--- src/rtl/mem_bus_arbiter_pkg.sv ---
//======================================================================
// Module      : mem_bus_arbiter_pkg
// Description : Shared types for the ibus/dbus to cbus memory arbiter.
// Revision    : 1.0 - initial release
//======================================================================
`default_nettype none

package mem_bus_arbiter_pkg;

    localparam int CBUS_ADDR_W = 64;
    localparam int CBUS_DATA_W = 64;

    typedef enum logic [2:0] {
        MSIZE1 = 3'd0,
        MSIZE2 = 3'd1,
        MSIZE4 = 3'd2,
        MSIZE8 = 3'd3
    } msize_t;

    typedef struct packed {
        logic                   valid;
        logic                   is_write;
        msize_t                 size;
        logic [CBUS_ADDR_W-1:0] addr;
        logic [7:0]             strobe;
        logic [CBUS_DATA_W-1:0] data;
    } cbus_req_t;

    typedef struct packed {
        logic                   ready;
        logic [CBUS_DATA_W-1:0] data;
    } cbus_resp_t;

    typedef enum logic [1:0] {
        ARB_IDLE = 2'd0,
        ARB_BUSY = 2'd1,
        ARB_DONE = 2'd2
    } arb_state_t;

    typedef enum logic {
        OWN_I = 1'b0,
        OWN_D = 1'b1
    } arb_owner_t;

    // Instruction words are 32 bits; bit 2 of the fetch address picks the half.
    function automatic logic [31:0] fetch_word(input logic hi, input logic [63:0] word);
        return hi ? word[63:32] : word[31:0];
    endfunction

endpackage

`default_nettype wire

--- src/rtl/mem_bus_arbiter_arb_grant.sv ---
//======================================================================
// Module      : arb_grant
// Description : Combinational winner select between ibus and dbus.
//               ARB_ROUND_ROBIN_EN selects alternating priority on
//               simultaneous requests; otherwise dbus always wins.
// Revision    : 1.0 - initial release
//======================================================================
`default_nettype none

module arb_grant
    import mem_bus_arbiter_pkg::*;
(
    input  logic       ireq_valid,
    input  logic       dreq_valid,
    input  arb_owner_t pointer,
    output arb_owner_t owner
);

`ifdef ARB_ROUND_ROBIN_EN
    always_comb begin
        owner = OWN_D;
        if (ireq_valid && dreq_valid) begin
            owner = pointer;
        end else if (ireq_valid) begin
            owner = OWN_I;
        end
    end
`else
    logic unused_pointer;
    assign unused_pointer = pointer;

    always_comb begin
        owner = (ireq_valid && !dreq_valid) ? OWN_I : OWN_D;
    end
`endif

endmodule

`default_nettype wire

--- src/rtl/mem_bus_arbiter.sv ---
//======================================================================
// Module      : mem_bus_arbiter
// Description : Serialises single-beat ibus/dbus transactions onto one
//               cbus port through an IDLE/BUSY/DONE FSM. Optional
//               round-robin arbitration via ARB_ROUND_ROBIN_EN.
// Revision    : 1.0 - initial release
//======================================================================
`default_nettype none

module mem_bus_arbiter
    import mem_bus_arbiter_pkg::*;
#(
    parameter int ADDR_W = 64,
    parameter int DATA_W = 64
) (
    input  logic              clk,
    input  logic              rst,
    input  logic              ireq_valid,
    input  logic [ADDR_W-1:0] ireq_addr,
    output logic              iresp_addr_ok,
    output logic              iresp_data_ok,
    output logic [31:0]       iresp_data,
    input  logic              dreq_valid,
    input  logic [ADDR_W-1:0] dreq_addr,
    input  logic [2:0]        dreq_size,
    input  logic [7:0]        dreq_strobe,
    input  logic [DATA_W-1:0] dreq_data,
    output logic              dresp_addr_ok,
    output logic              dresp_data_ok,
    output logic [DATA_W-1:0] dresp_data,
    output logic              creq_valid,
    output logic              creq_is_write,
    output logic [2:0]        creq_size,
    output logic [ADDR_W-1:0] creq_addr,
    output logic [7:0]        creq_strobe,
    output logic [DATA_W-1:0] creq_data,
    input  logic              cresp_ready,
    input  logic [DATA_W-1:0] cresp_data
);

    arb_state_t        state_q, state_d;
    arb_owner_t        owner_q, owner_d;
    arb_owner_t        winner;
    arb_owner_t        ptr;
    logic              valid_q, valid_d;
    logic              is_write_q, is_write_d;
    msize_t            size_q, size_d;
    logic [ADDR_W-1:0] addr_q, addr_d;
    logic [7:0]        strobe_q, strobe_d;
    logic [DATA_W-1:0] data_q, data_d;
    logic [DATA_W-1:0] cap_q, cap_d;
    logic              iok_q, iok_d;
    logic              dok_q, dok_d;
    logic              any_req;

    assign any_req = ireq_valid || dreq_valid;

    arb_grant u_arb_grant (
        .ireq_valid (ireq_valid),
        .dreq_valid (dreq_valid),
        .pointer    (ptr),
        .owner      (winner)
    );

`ifdef ARB_ROUND_ROBIN_EN
    arb_owner_t ptr_q, ptr_d;

    // Priority passes to whichever requester was not just granted.
    always_comb begin
        ptr_d = ptr_q;
        if (state_q == ARB_IDLE && any_req) begin
            ptr_d = (winner == OWN_D) ? OWN_I : OWN_D;
        end
    end

    always_ff @(posedge clk) begin
        if (!rst) begin
            ptr_q <= OWN_D;
        end else begin
            ptr_q <= ptr_d;
        end
    end

    assign ptr = ptr_q;
`else
    assign ptr = OWN_D;
`endif

    always_comb begin
        state_d    = state_q;
        owner_d    = owner_q;
        valid_d    = 1'b0;
        is_write_d = is_write_q;
        size_d     = size_q;
        addr_d     = addr_q;
        strobe_d   = strobe_q;
        data_d     = data_q;
        cap_d      = cap_q;
        iok_d      = 1'b0;
        dok_d      = 1'b0;
        case (state_q)
            ARB_IDLE: begin
                if (any_req) begin
                    state_d = ARB_BUSY;
                    owner_d = winner;
                    valid_d = 1'b1;
                    if (winner == OWN_D) begin
                        is_write_d = |dreq_strobe;
                        size_d     = msize_t'(dreq_size);
                        addr_d     = dreq_addr;
                        strobe_d   = dreq_strobe;
                        data_d     = dreq_data;
                    end else begin
                        is_write_d = 1'b0;
                        size_d     = MSIZE4;
                        addr_d     = ireq_addr;
                        strobe_d   = '0;
                        data_d     = '0;
                    end
                end
            end
            ARB_BUSY: begin
                if (cresp_ready) begin
                    state_d = ARB_DONE;
                    cap_d   = cresp_data;
                    iok_d   = (owner_q == OWN_I);
                    dok_d   = (owner_q == OWN_D);
                end else begin
                    valid_d = 1'b1;
                end
            end
            ARB_DONE: state_d = ARB_IDLE;
            default:  state_d = ARB_IDLE;
        endcase
    end

    always_ff @(posedge clk) begin
        if (!rst) begin
            state_q    <= ARB_IDLE;
            owner_q    <= OWN_D;
            valid_q    <= 1'b0;
            is_write_q <= 1'b0;
            size_q     <= MSIZE1;
            addr_q     <= '0;
            strobe_q   <= '0;
            data_q     <= '0;
            cap_q      <= '0;
            iok_q      <= 1'b0;
            dok_q      <= 1'b0;
        end else begin
            state_q    <= state_d;
            owner_q    <= owner_d;
            valid_q    <= valid_d;
            is_write_q <= is_write_d;
            size_q     <= size_d;
            addr_q     <= addr_d;
            strobe_q   <= strobe_d;
            data_q     <= data_d;
            cap_q      <= cap_d;
            iok_q      <= iok_d;
            dok_q      <= dok_d;
        end
    end

    assign creq_valid    = valid_q;
    assign creq_is_write = is_write_q;
    assign creq_size     = size_q;
    assign creq_addr     = addr_q;
    assign creq_strobe   = strobe_q;
    assign creq_data     = data_q;
    assign iresp_addr_ok = iok_q;
    assign iresp_data_ok = iok_q;
    assign dresp_addr_ok = dok_q;
    assign dresp_data_ok = dok_q;
    assign dresp_data    = cap_q;
    assign iresp_data    = fetch_word(addr_q[2], cap_q[63:0]);

endmodule

`default_nettype wire
--- config.mk ---
export PLATFORM = sky130hd
export DESIGN_NAME = mem_bus_arbiter
export DESIGN_NICKNAME = d
export VERILOG_FILES = /design/src/rtl/mem_bus_arbiter_pkg.sv /design/src/rtl/mem_bus_arbiter_arb_grant.sv /design/src/rtl/mem_bus_arbiter.sv
export SDC_FILE = /design/constraint.sdc
export NUM_CORES = 1
export LEC_CHECK = 0
export ABC_AREA = 1
export CAP_MARGIN = 15
export CORE_AREA = 2 2 199 201
export DETAILED_ROUTE_END_ITERATION = 8
export DIE_AREA = 0 0 201 203
export REMOVE_ABC_BUFFERS = 1
export SETUP_SLACK_MARGIN = 0.2
export SYNTH_ARGS = -nofsm -noshare
export SYNTH_HDL_FRONTEND = slang
export SYNTH_SLANG_ARGS = --single-unit
export TNS_END_PERCENT = 30
--- constraint.sdc ---
create_clock -name clk -period 1.5 [get_ports clk]
set_clock_uncertainty 0.1 [all_clocks]
set_input_delay 0.225 -clock clk [delete_from_list [all_inputs] [get_ports clk]]
set_output_delay 0.225 -clock clk [all_outputs]
set_load 0.01 [all_outputs]
# --- Word level (Yosys, flattened, before mapping) ---
# Cells that the tools add are included.
classes:
  n_eq_ne: 3
  n_reduce_logical: 9
  bitwise: 1
  muxes: 13
op_table:
  columns: ["operator", "n"]
  rows:
  - ["$mux W64", 2]
  - ["$mux W32", 1]
  - ["$mux W8", 1]
  - ["$reduce_or A8 Y1", 1]
  - ["$reduce_and A2 Y1", 3]
  - ["$mux W1", 4]
  - ["$mux W2", 2]
  - ["$ne A2 B2 Y1 const B", 2]
  - ["$pmux W2 S2", 1]
  - ["$mux W3", 1]
  - ["$reduce_and A3 Y1", 1]
  - ["$eq A2 B1 Y1 const B", 1]
  - ["$logic_not A2 Y1", 1]
  - ["$pmux W1 S2", 1]
  - ["$logic_and A1 B1 Y1", 1]
  - ["$logic_not A1 Y1", 1]
  - ["$logic_or A1 B1 Y1", 1]
  - ["$not A1 Y1", 1]
totals:
  register_bits: 210
  wordCells: 37
  out_inout_bits: 241

# --- Depth between registers and ports, before layout ---
# Gate-level depths: netlist of the first run.
logic_depth:
  ltp_word: 3
  ltp_mapped: 8
  ltp_nobuf: 6

# --- Modules after synthesis ---
# Synthesis of the first run repeated with hierarchy kept, for this count alone.
unflattened:
  cells_unflattened: 1205
  area_unflattened_um2: 8433.1
modules_own_cells:
  columns: ["mod", "seq_area_each_um2", "area_each_um2", "n_inst", "cells_per_inst"]
  rows:
  - ["mem_bus_arbiter", 4204.0, 8425.6, 1, 1203]
  - ["arb_grant", 0.0, 7.5, 1, 2]

# --- Worst setup path before layout of the first run ---
# No wires, ideal clock.
synth_path:
  path_type: "flip-flop to output port"
  start: "register addr_q[2] (netlist: creq_addr[2])"
  end: "output iresp_data[10]"
  stages_incl_launch_ff: 5
  t_arrival_ns: 1.113
  slack_ns: 0.062
  path_cell_list: "dfxtp_1 clkbuf_1 clkbuf_1 nand2_1 o21ai_0"
synth_between:
  elab_chain_cells: 1
synth_rtl:
  columns: ["element", "line", "source"]
  rows:
  - ["start: declaration", "mem_bus_arbiter.sv:48", "logic [ADDR_W-1:0] addr_q, addr_d;"]
  - ["start signal: assignment", "mem_bus_arbiter.sv:156", "addr_q <= addr_d;"]
  - ["$mux W32", "mem_bus_arbiter_pkg.sv:47", "return hi ? word[63:32] : word[31:0];"]
  - ["end: declaration", "mem_bus_arbiter.sv:22", "output logic [31:0] iresp_data,"]
# Every way passes these cells.

# --- Worst setup path in the final report of the first run ---
layout_path:
  start: "register addr_q[2] (netlist: creq_addr[2])"
  end: "output iresp_data[18]"
# Same word-level chain as after synthesis.

==> flow_metrics.tcl, run 1 <==
set metrics [dict create \
    min_path_type "in -> reg" \
    violations "setup timing" \
    finalSetupTns_ps -10450 \
    syn_area_sq_mm 0.00833 \
    ys_types 19 \
    power_density_mw_per_mm2 984 \
    clock_path_buffers 3 \
    wire_per_inst_um 15.5 \
    drc_errors 0 \
    fin_crit_ps 1870 \
    cts_buffers 24 \
    drive_above_1_share_pct 43.4 \
    htree_levels 1 \
    io_buffers 512 \
    synth-seq-cells 210 \
    cts_sinks 210 \
    max-vdd-ir-drop_v 0.000686 \
    stdcell_area_sq_mm 0.0168 \
    final_common_cell "clkdlybuf4s50_1" \
    seq_area_frac_synth_pct 50.5 \
    dpl_cell_area_sq_mm 0.0146 \
    min_period_over_period_pct 125 \
    cpLargestDelayFamily "buffers and inverters" \
    drv_cap 0 \
    drt-pass1-iter-count 7 \
    grt_use_total_pct 15.2 \
    cp-endpoint "iresp_data[18]" \
    crit_buf_inv 3 \
    fin_nets 1964 \
    synth_area_per_cell_sq_um 7.38 \
    fp.coreArea_sq_mm 0.0385 \
    max_slew.worst_pin.slew_ps 368 \
    crit_arrival_ps 1540 \
    area_delta_synth_final_pct 101 \
    grt_util_met2_pct 27.6 \
    gp_congestion 0.951 \
    wl_mm 34.6 \
    cts_root_buffer "clkbuf_16" \
    layout.cells.non_filler 2225 \
    critical_path_class "reg -> out" \
    setup_viol 33 \
    critPathSlowestCell "dfxtp_4" \
    dp.cells 2162 \
    initial_core_util_pct 21.6 \
    synthCells 1129 \
    max_freq_mhz 535 \
    rsz0062_at_grt "true" \
    ant_nets 0 \
    hold_viol_final 0 \
    final_cell_mix "clkdlybuf4s50_1, buf_6, nand2_1, dfxtp_2, a21oi_1" \
    cp_num_cells 4 \
    clkTransAtPathRegs_ps 60 \
    relSlewSlack_pct 75.4 \
    finalMaxSlewViolations 0 \
    critPathMaxStageDelay_ps 380 \
    met1_usage_pct 17.9 \
    die_area_sq_mm 0.0408 \
    crit_required_ps 1170 \
    ys_warn_count 0 \
    top_usage_layer "met2" \
    num_vias 9573 \
    end_kind "primary output" \
    crit_chain "clkbuf_16 -> clkbuf_16 -> o21ai_2 -> buf_2" \
    start_kind "flop" \
    startpoint "creq_addr[2]" \
    yosysTopAreaCell "dfxtp_1" \
    rr_endpoint "creq_addr[43]" \
    timing.final.ws_setup_ps -369 \
    drt-vias-per-instance 4.30 \
    grt_max_degree 51 \
    cts_tree "built" \
    reg2reg_depth 7 \
    gr-total-overflow 0 \
    dieWidth_um 201 \
    crit_top_cell "clkbuf_16" \
    antenna_found_initial 1 \
    io_pins 513 \
    hpwl_mm 25.2 \
    clock_latency_ps 530 \
    grt_use_met3_pct 3.11 \
    rows 72 \
    netlist_top_cells_area "dfxtp_1, a21oi_1, o21ai_0, nand2_1, inv_1" \
    synth_top_area_share_pct 50.5 \
    num_antenna_cells 0 \
    nFillCells 3845 \
    die_h_um 203 \
    grt_pass1_wl_mm 49.8 \
    grt_pass1_vias 9021 \
    crit_fanout 8 \
    rr_startpoint "state_q[1]" \
    power_leakage_uw 0.00709 \
    drtIter0Drc 340 \
    reg2reg_slack_ps 60 \
    status "finished with violations" \
]
logic make-up (layout without fill, tap and decap cells):
| family | after synthesis | in the layout | synth area share (%) |
|---|---|---|---|
| buffers and inverters | 224 | 802 | 11.4 |
| AOI/OAI and AO/OA | 432 | 432 | 26.0 |
| DFF | 210 | 210 | 50.5 |
| and+or+nand+nor | 263 | 263 | 12.1 |
final cells by class:
cell class                 count  area (sq um)  share of cell area [%]
inverter                     135           509                    3.04
clock inverter                 6          43.8                   0.261
sequential                   210          4480                    26.7
timing repair buffer         626          6600                    39.4
clock buffer                  35           692                    4.12
multi-input combinational    695          3800                    22.7
tap                          518           648                    3.86
worst min-delay path by stage:
stage / startpoint / end / slack [ps] / cells after the start
floorplan: rst / owner_q / 230 / 1
global placement: owner_q / iresp_addr_ok / 310 / 1
detailed placement: owner_q / iresp_addr_ok / 320 / 1
CTS: dreq_data[17] / creq_data[17] / 110 / 3
global route: dreq_size[2] / creq_size[2] / 140 / 3
finish: dreq_data[52] / creq_data[52] / 140 / 3
report_power, final:
part | internal, uW | total, uW | leakage (uW) | switching, uW
sequential | 6150 | 6560 | 0.00181 | 412
clock | 3180 | 5570 | 0.000361 | 2380
combinational | 2490 | 4370 | 0.00492 | 1890
total | 11800 | 16500 | 0.00709 | 4680
Yosys cell counts:
cell type	count
inv_1	130
inv_2	5
nor2_2	1
o21ai_0	186
nand3b_1	1
nand2_1	248
dfxtp_1	210
buf_6	1
o21ai_1	40
a21oi_1	205
nand2_2	1
buf_2	31
nand3_1	1
o211ai_1	1
buf_4	17
nor3_1	2
clkbuf_1	40
nor2_1	8
nor2_4	1
worst min-delay path: cells and delay by family:
family / cells / cell delay, ps
buffers and inverters: 1 / 390
and+or+nand+nor: 1 / 60
AOI/OAI and AO/OA: 1 / 60
flip-flops by register name, indices dropped and copies added (netlist names):
register / count
creq_size: 3
dresp_addr_ok: 1
creq_is_write: 1
creq_data: 64
state_q: 2
creq_strobe: 8
creq_addr: 64
iresp_addr_ok: 1
dresp_data: 64
creq_valid: 1
owner_q: 1
through the flow:
stage	hold slack, ps	utilization (%)	total power (uW)	worst slack (ps)
floorplan	226	-	7610	-1760
global placement	314	37.8	10200	-381
detailed placement	316	37.8	10200	-391
CTS	106	40.3	16000	-371
global route	136	43.6	17300	-421
finish	138	43.6	16500	-369
routing by layer:
layer | vias up | wire, um
li1 | 4790 | -
met1 | 4397 | 13600
met2 | 325 | 17900
met3 | 59 | 2120
met4 | 2 | 953
met5 | - | 13
what timing repair did:
action / 4_1_cts / 5_1_grt
hold buffers: 1 / 0
pin swaps: 0 / 95
cloned: 0 / 4
setup buffers: 10 / 7
hold endpoints to repair: 4 / 0
resized for setup: 815 / 792
setup endpoints to repair: 408 / 429
Note: power is estimated with default switching activity, not from simulation.
==> run 2, diff against run 1 <==
--- a/config.mk
+++ b/config.mk
@@ -10,6 +10,8 @@
 export CORE_AREA = 2 2 199 201
 export DETAILED_ROUTE_END_ITERATION = 8
 export DIE_AREA = 0 0 201 203
+export GPL_TIMING_DRIVEN = 0
+export PLACE_DENSITY = 0.49
 export REMOVE_ABC_BUFFERS = 1
 export SETUP_SLACK_MARGIN = 0.2
 export SYNTH_ARGS = -nofsm -noshare
==> run 2 against run 1 <==
The run still ends with setup timing left; critical path depth is 1 higher; core utilization is 0.33 points higher; clock-buffer cell count is 6 higher; first-iteration DRC count is 28% higher; sequential power is 2% lower; maximum frequency is 1.1% higher; clock power is 12% higher; setup slack better by 20 ps.
==> flow_metrics.tcl, run 2 (synthesis results as in run 1) <==
set metrics [dict create \
    min_path_cells 3 \
    seq_area_sq_mm 0.00439 \
    dp.cells 2080 \
    drt-pass1-iter-count 4 \
    grt_pass1_wl_mm 58.8 \
    min_from "dreq_data[57]" \
    finalSetupTns_ps -23160 \
    max_freq_mhz 541 \
    reg2reg_depth 4 \
    num_vias 9755 \
    rows 72 \
    cts_sinks 210 \
    min_period_over_period_pct 123 \
    crit_chain "buf_6 -> clkbuf_16 -> nand2_2 -> o21ai_1 -> buf_2" \
    relSlewSlack_pct 29.2 \
    gr-total-overflow 0 \
    io_pins 513 \
    power_leakage_uw 0.00740 \
    crit_arrival_ps 1520 \
    clkTransAtPathRegs_ps 60 \
    wl_mm 40.3 \
    die_h_um 203 \
    crit_fanout 6 \
    die_area_sq_mm 0.0408 \
    rsz0062_at_grt "true" \
    hold_end "creq_data[57]" \
    cts_buffers 26 \
    max_slew.worst_pin.slew_ps 1060 \
    drt-vias-per-instance 4.36 \
    grt_pass1_vias 9463 \
    dieWidth_um 201 \
    drv_cap 0 \
    fp.coreArea_sq_mm 0.0385 \
    crit_required_ps 1170 \
    area_delta_synth_final_pct 103 \
    max-vdd-ir-drop_v 0.000662 \
    finalMaxSlewViolations 0 \
    reg2reg_slack_ps -180 \
    min_path_type "in -> reg" \
    grt_max_degree 81 \
    initial_core_util_pct 21.6 \
    drtIter0Drc 434 \
    gp_congestion 0.827 \
    timing.final.ws_setup_ps -349 \
    critPathMaxStageDelay_ps 440 \
    setup_viol 175 \
    io_buffers 512 \
    power_density_mw_per_mm2 1040 \
    cpLargestDelayFamily "buffers and inverters" \
    final_cell_mix "clkdlybuf4s50_1, nand2_1, a21oi_1, buf_6, o21ai_0" \
    htree_levels 1 \
    fin_crit_ps 1850 \
    place_ws_ps -1260 \
    holdBufCountCts 0 \
    critPathSlowestCell "dfxtp_4" \
    nFillCells 3858 \
    violations "setup timing" \
    cts_root_buffer "clkbuf_16" \
    crit_buf_inv 3 \
    fin_nets 1969 \
    hpwl_mm 24.8 \
    antenna_found_initial 1 \
    status "finished with violations" \
    drc_errors 0 \
    ant_nets 0 \
    critical_path_class "reg -> out" \
    final_common_cell "clkdlybuf4s50_1" \
    hold_viol_final 0 \
    drive_above_1_share_pct 36.9 \
    cts_tree "built" \
    wire_per_inst_um 18.0 \
    clock_path_buffers 3 \
    multi_input_area_sq_mm 0.00380 \
    grt_use_total_pct 18.6 \
    rr_startpoint "state_q[1]" \
    layout.cells.non_filler 2235 \
    rr_endpoint "dresp_data[22]" \
    start_kind "flop" \
    clock_latency_ps 550 \
    end_kind "primary output" \
]
[run 2: metrics by stage]
step	utilization (%)	hold slack, ps	area [sq um]	total power (uW)
6_report	43.9	133	16900	17500
5_1_grt	43.9	119	16900	18300
3_3_place_gp	35.5	347	13700	9890
4_1_cts	42.5	106	16400	17500
3_5_place_dp	36.2	351	13900	9970
2_1_floorplan	-	226	7880	7610
[run 2: repair_timing]
item | 4_1_cts | 5_1_grt
endpoints found under the setup margin | 451 | 451
cloned | 29 | 1
buffers inserted | 46 | 31
gates resized for setup | 451 | 814
pin swaps | 14 | 12
[run 2: layer usage]
| layer | wire length [um] | vias up | GRT usage (%) |
|---|---|---|---|
| li1 | - | 4823 | - |
| met5 | 0 | - | 0 |
| met2 | 20400 | 342 | 33.9 |
| met3 | 2860 | 72 | 4.21 |
| met1 | 15900 | 4518 | 21.6 |
| met4 | 1150 | 0 | 5.93 |
[run 2: cell type report]
type / instances / area share (%)
clock inverters: 6 / 0.259
diodes: 1 / 0.0148
clock buffers: 41 / 4.83
repair buffers: 621 / 39.1
inverters: 135 / 3.11
well taps: 518 / 3.84
multi-input cells: 698 / 22.5
repair inverters: 5 / 0.348
flip-flops and latches: 210 / 26.0
[run 2: worst register-to-register path, delay by kind of cell, from the launching register on]
kind                   cells  cell delay (ps)
and+or+nand+nor            1              560
DFF                        1              300
AOI/OAI and AO/OA          1              400
buffers and inverters      2              210
[run 2: worst max path at each step]
stage | slack, ps | from | end | depth (start not counted)
3_3_place_gp | -6220 | rst | iresp_addr_ok | 3
4_1_cts | -380 | creq_addr[2] | iresp_data[12] | 4
6_report | -350 | creq_addr[2] | iresp_data[8] | 5
3_5_place_dp | -1260 | ireq_valid | creq_data[48] | 8
2_1_floorplan | -1760 | state_q[0] | dresp_data[0] | 3
5_1_grt | -420 | creq_addr[2] | iresp_data[14] | 5
[run 2: where the power goes]
| part | switching, uW | internal [uW] |
|---|---|---|
| Clock | 2540 | 3720 |
| Sequential | 355 | 6100 |
| Combinational | 2140 | 2670 |
==> run 3, diff against run 2 <==
--- a/config.mk
+++ b/config.mk
@@ -10,10 +10,11 @@
 export CORE_AREA = 2 2 199 201
 export DETAILED_ROUTE_END_ITERATION = 8
 export DIE_AREA = 0 0 201 203
-export GPL_TIMING_DRIVEN = 0
+export GPL_TIMING_DRIVEN = 1
 export PLACE_DENSITY = 0.49
 export REMOVE_ABC_BUFFERS = 1
 export SETUP_SLACK_MARGIN = 0.2
+export SLEW_MARGIN = 20
 export SYNTH_ARGS = -nofsm -noshare
 export SYNTH_HDL_FRONTEND = slang
 export SYNTH_SLANG_ARGS = --single-unit
==> run 3 against run 2 <==
Via count is 3.7% lower; final area is 3.2% lower; critical path depth stayed put; first-iteration DRC count is 0.92% higher; sequential share of layout area is 1.5 points higher; critical endpoint is now iresp_data[29]; the flow still finishes with violations (setup timing).
==> flow_metrics.tcl, run 3 (synthesis results as in run 1) <==
set metrics [dict create \
    reg2reg_depth 8 \
    relSlewSlack_pct 73.0 \
    drt-vias-per-instance 4.26 \
    hold_viol_final 0 \
    whs_ps 135 \
    grt_pass1_wl_mm 52.4 \
    max-vdd-ir-drop_v 0.000660 \
    crit_arrival_ps 1530 \
    rsz0062_at_grt "true" \
    start_kind "flop" \
    fin_crit_ps 1860 \
    dieWidth_um 201 \
    power_leakage_uw 0.00703 \
    htree_levels 1 \
    clkTransAtPathRegs_ps 60 \
    grt_pass1_vias 8849 \
    gp_congestion 0.813 \
    rr_endpoint "creq_addr[13]" \
    final_common_cell "clkdlybuf4s50_1" \
    cts_sinks 210 \
    grt_util_met2_pct 28.5 \
    critPathMaxStageDelay_ps 420 \
    drtIter0Drc 438 \
    setup_viol 33 \
    min_period_over_period_pct 124 \
    violations "setup timing" \
    clock_latency_ps 540 \
    clock_path_buffers 3 \
    top_usage_layer "met2" \
    wire_per_inst_um 16.3 \
    fp.coreArea_sq_mm 0.0385 \
    crit_required_ps 1170 \
    wl_mm 35.9 \
    critical_path_class "reg -> out" \
    startpoint "creq_addr[2]" \
    grt_use_total_pct 16.2 \
    area_delta_synth_final_pct 96.5 \
    final_cell_mix "clkdlybuf4s50_1, buf_6, nand2_1, dfxtp_2, a21oi_1" \
    die_area_sq_mm 0.0408 \
    cp-endpoint "iresp_data[29]" \
    status "finished with violations" \
    timing.final.ws_setup_ps -357 \
    grt_use_met3_pct 4.19 \
    gr-total-overflow 0 \
    end_kind "primary output" \
    antenna_found_initial 1 \
    power_density_mw_per_mm2 1020 \
    grt_max_degree 42 \
    initial_core_util_pct 21.6 \
    ant_nets 0 \
    rows 72 \
    fin_nets 1945 \
    place_ws_ps -439 \
    min_path_cells 3 \
    io_buffers 512 \
    drc_errors 0 \
    drt-pass1-iter-count 5 \
    num_vias 9396 \
    max_freq_mhz 539 \
    finalMaxSlewViolations 0 \
    die_h_um 203 \
    min_path_type "in -> reg" \
    crit_fanout 7 \
    cts_buffers 25 \
    rr_startpoint "state_q[1]" \
    hpwl_mm 26.6 \
    crit_top_cell "buf_12" \
    critPathSlowestCell "dfxtp_4" \
    crit_chain "buf_12 -> buf_12 -> nand2_2 -> o21ai_2 -> buf_2" \
    drive_above_1_share_pct 38.7 \
    cts_root_buffer "clkbuf_16" \
    io_pins 513 \
    cts_tree "built" \
    max_slew.worst_pin.slew_ps 400 \
    drv_cap 0 \
    reg2reg_slack_ps 50 \
    met1_usage_pct 19.6 \
]
[run 3: changes by cell type in the layout (fill, tap and decap cells not counted), sizes merged]
cell,delta
clkinvlp,-1
dlygate4sd2,-2
nor2,-1
bufbuf,-1
dlygate4sd3,+1
dlymetal6s2s,-5
clkinv,-1
inv,-4
bufinv,+2
clkdlybuf4s50,-22
clkbuf,-15
clkdlybuf4s15,-1
nand3,-2
buf,+23
[run 3: how the worst min path moves through the flow]
stage          slack [ps]           from            end
4_1_cts               110  dreq_data[50]  creq_data[50]
3_3_place_gp          350  creq_data[57]  creq_data[57]
6_report              130  dreq_data[12]  creq_data[12]
2_1_floorplan         230            rst        owner_q
3_5_place_dp          350        owner_q  iresp_addr_ok
5_1_grt               120  dreq_data[12]  creq_data[12]
[run 3: what timing repair did]
item | in CTS | in global routing
setup endpoints to repair | 366 | 443
pin swaps | 7 | 42
buffers inserted | 6 | 5
endpoints found under the hold margin | 4 | 0
gates cloned | 2 | 2
hold buffers | 1 | 0
gates resized for setup | 793 | 698
[run 3: per-layer routing]
metal  up-vias  share of wire [%]
li1       4752                  -
met1      4284                 41
met2       313                 50
met3        47                7.2
met4         0                2.0
met5         -                  0
[run 3: through the flow]
| step | instance area (sq um) | setup TNS (ps) | total power (uW) | util, % | std cells |
|---|---|---|---|---|---|
| final | 16400 | -9100 | 16700 | 42.5 | 2206 |
| after global routing | 16400 | -11630 | 17500 | 42.5 | 2206 |
| after CTS | 15600 | -40500 | 16600 | 40.6 | 2198 |
| after detailed placement | 14600 | -53980 | 10300 | 37.9 | 2148 |
| after global placement | 14600 | -53430 | 10300 | 37.9 | 2148 |
| after floorplan | 7880 | -324590 | 7610 | - | 1040 |
[run 3: critical path: cells and delay by family, from the launching register on]
family                 cells  cell delay, ps
AOI/OAI and AO/OA          1              60
buffers and inverters      3             450
DFF                        1             420
and+or+nand+nor            1              60
[run 3: area by class of cell]
cell class / instances / area (sq um)
Timing Repair Buffer: 606 / 6420
Multi-Input combinational cell: 695 / 3510
Clock inverter: 7 / 100
Clock buffer: 34 / 689
Sequential cell: 210 / 4490
Tap cell: 518 / 648
Inverter: 135 / 507
Antenna cell: 1 / 2.50
Fill cell: 3922 / 22100
[run 3: power by group]
group | internal (uW) | leakage (uW) | total [uW] | switching [uW]
sequential | 6140 | 0.00181 | 6510 | 370
clock | 3550 | 0.000390 | 6020 | 2470
combinational | 2340 | 0.00483 | 4130 | 1790
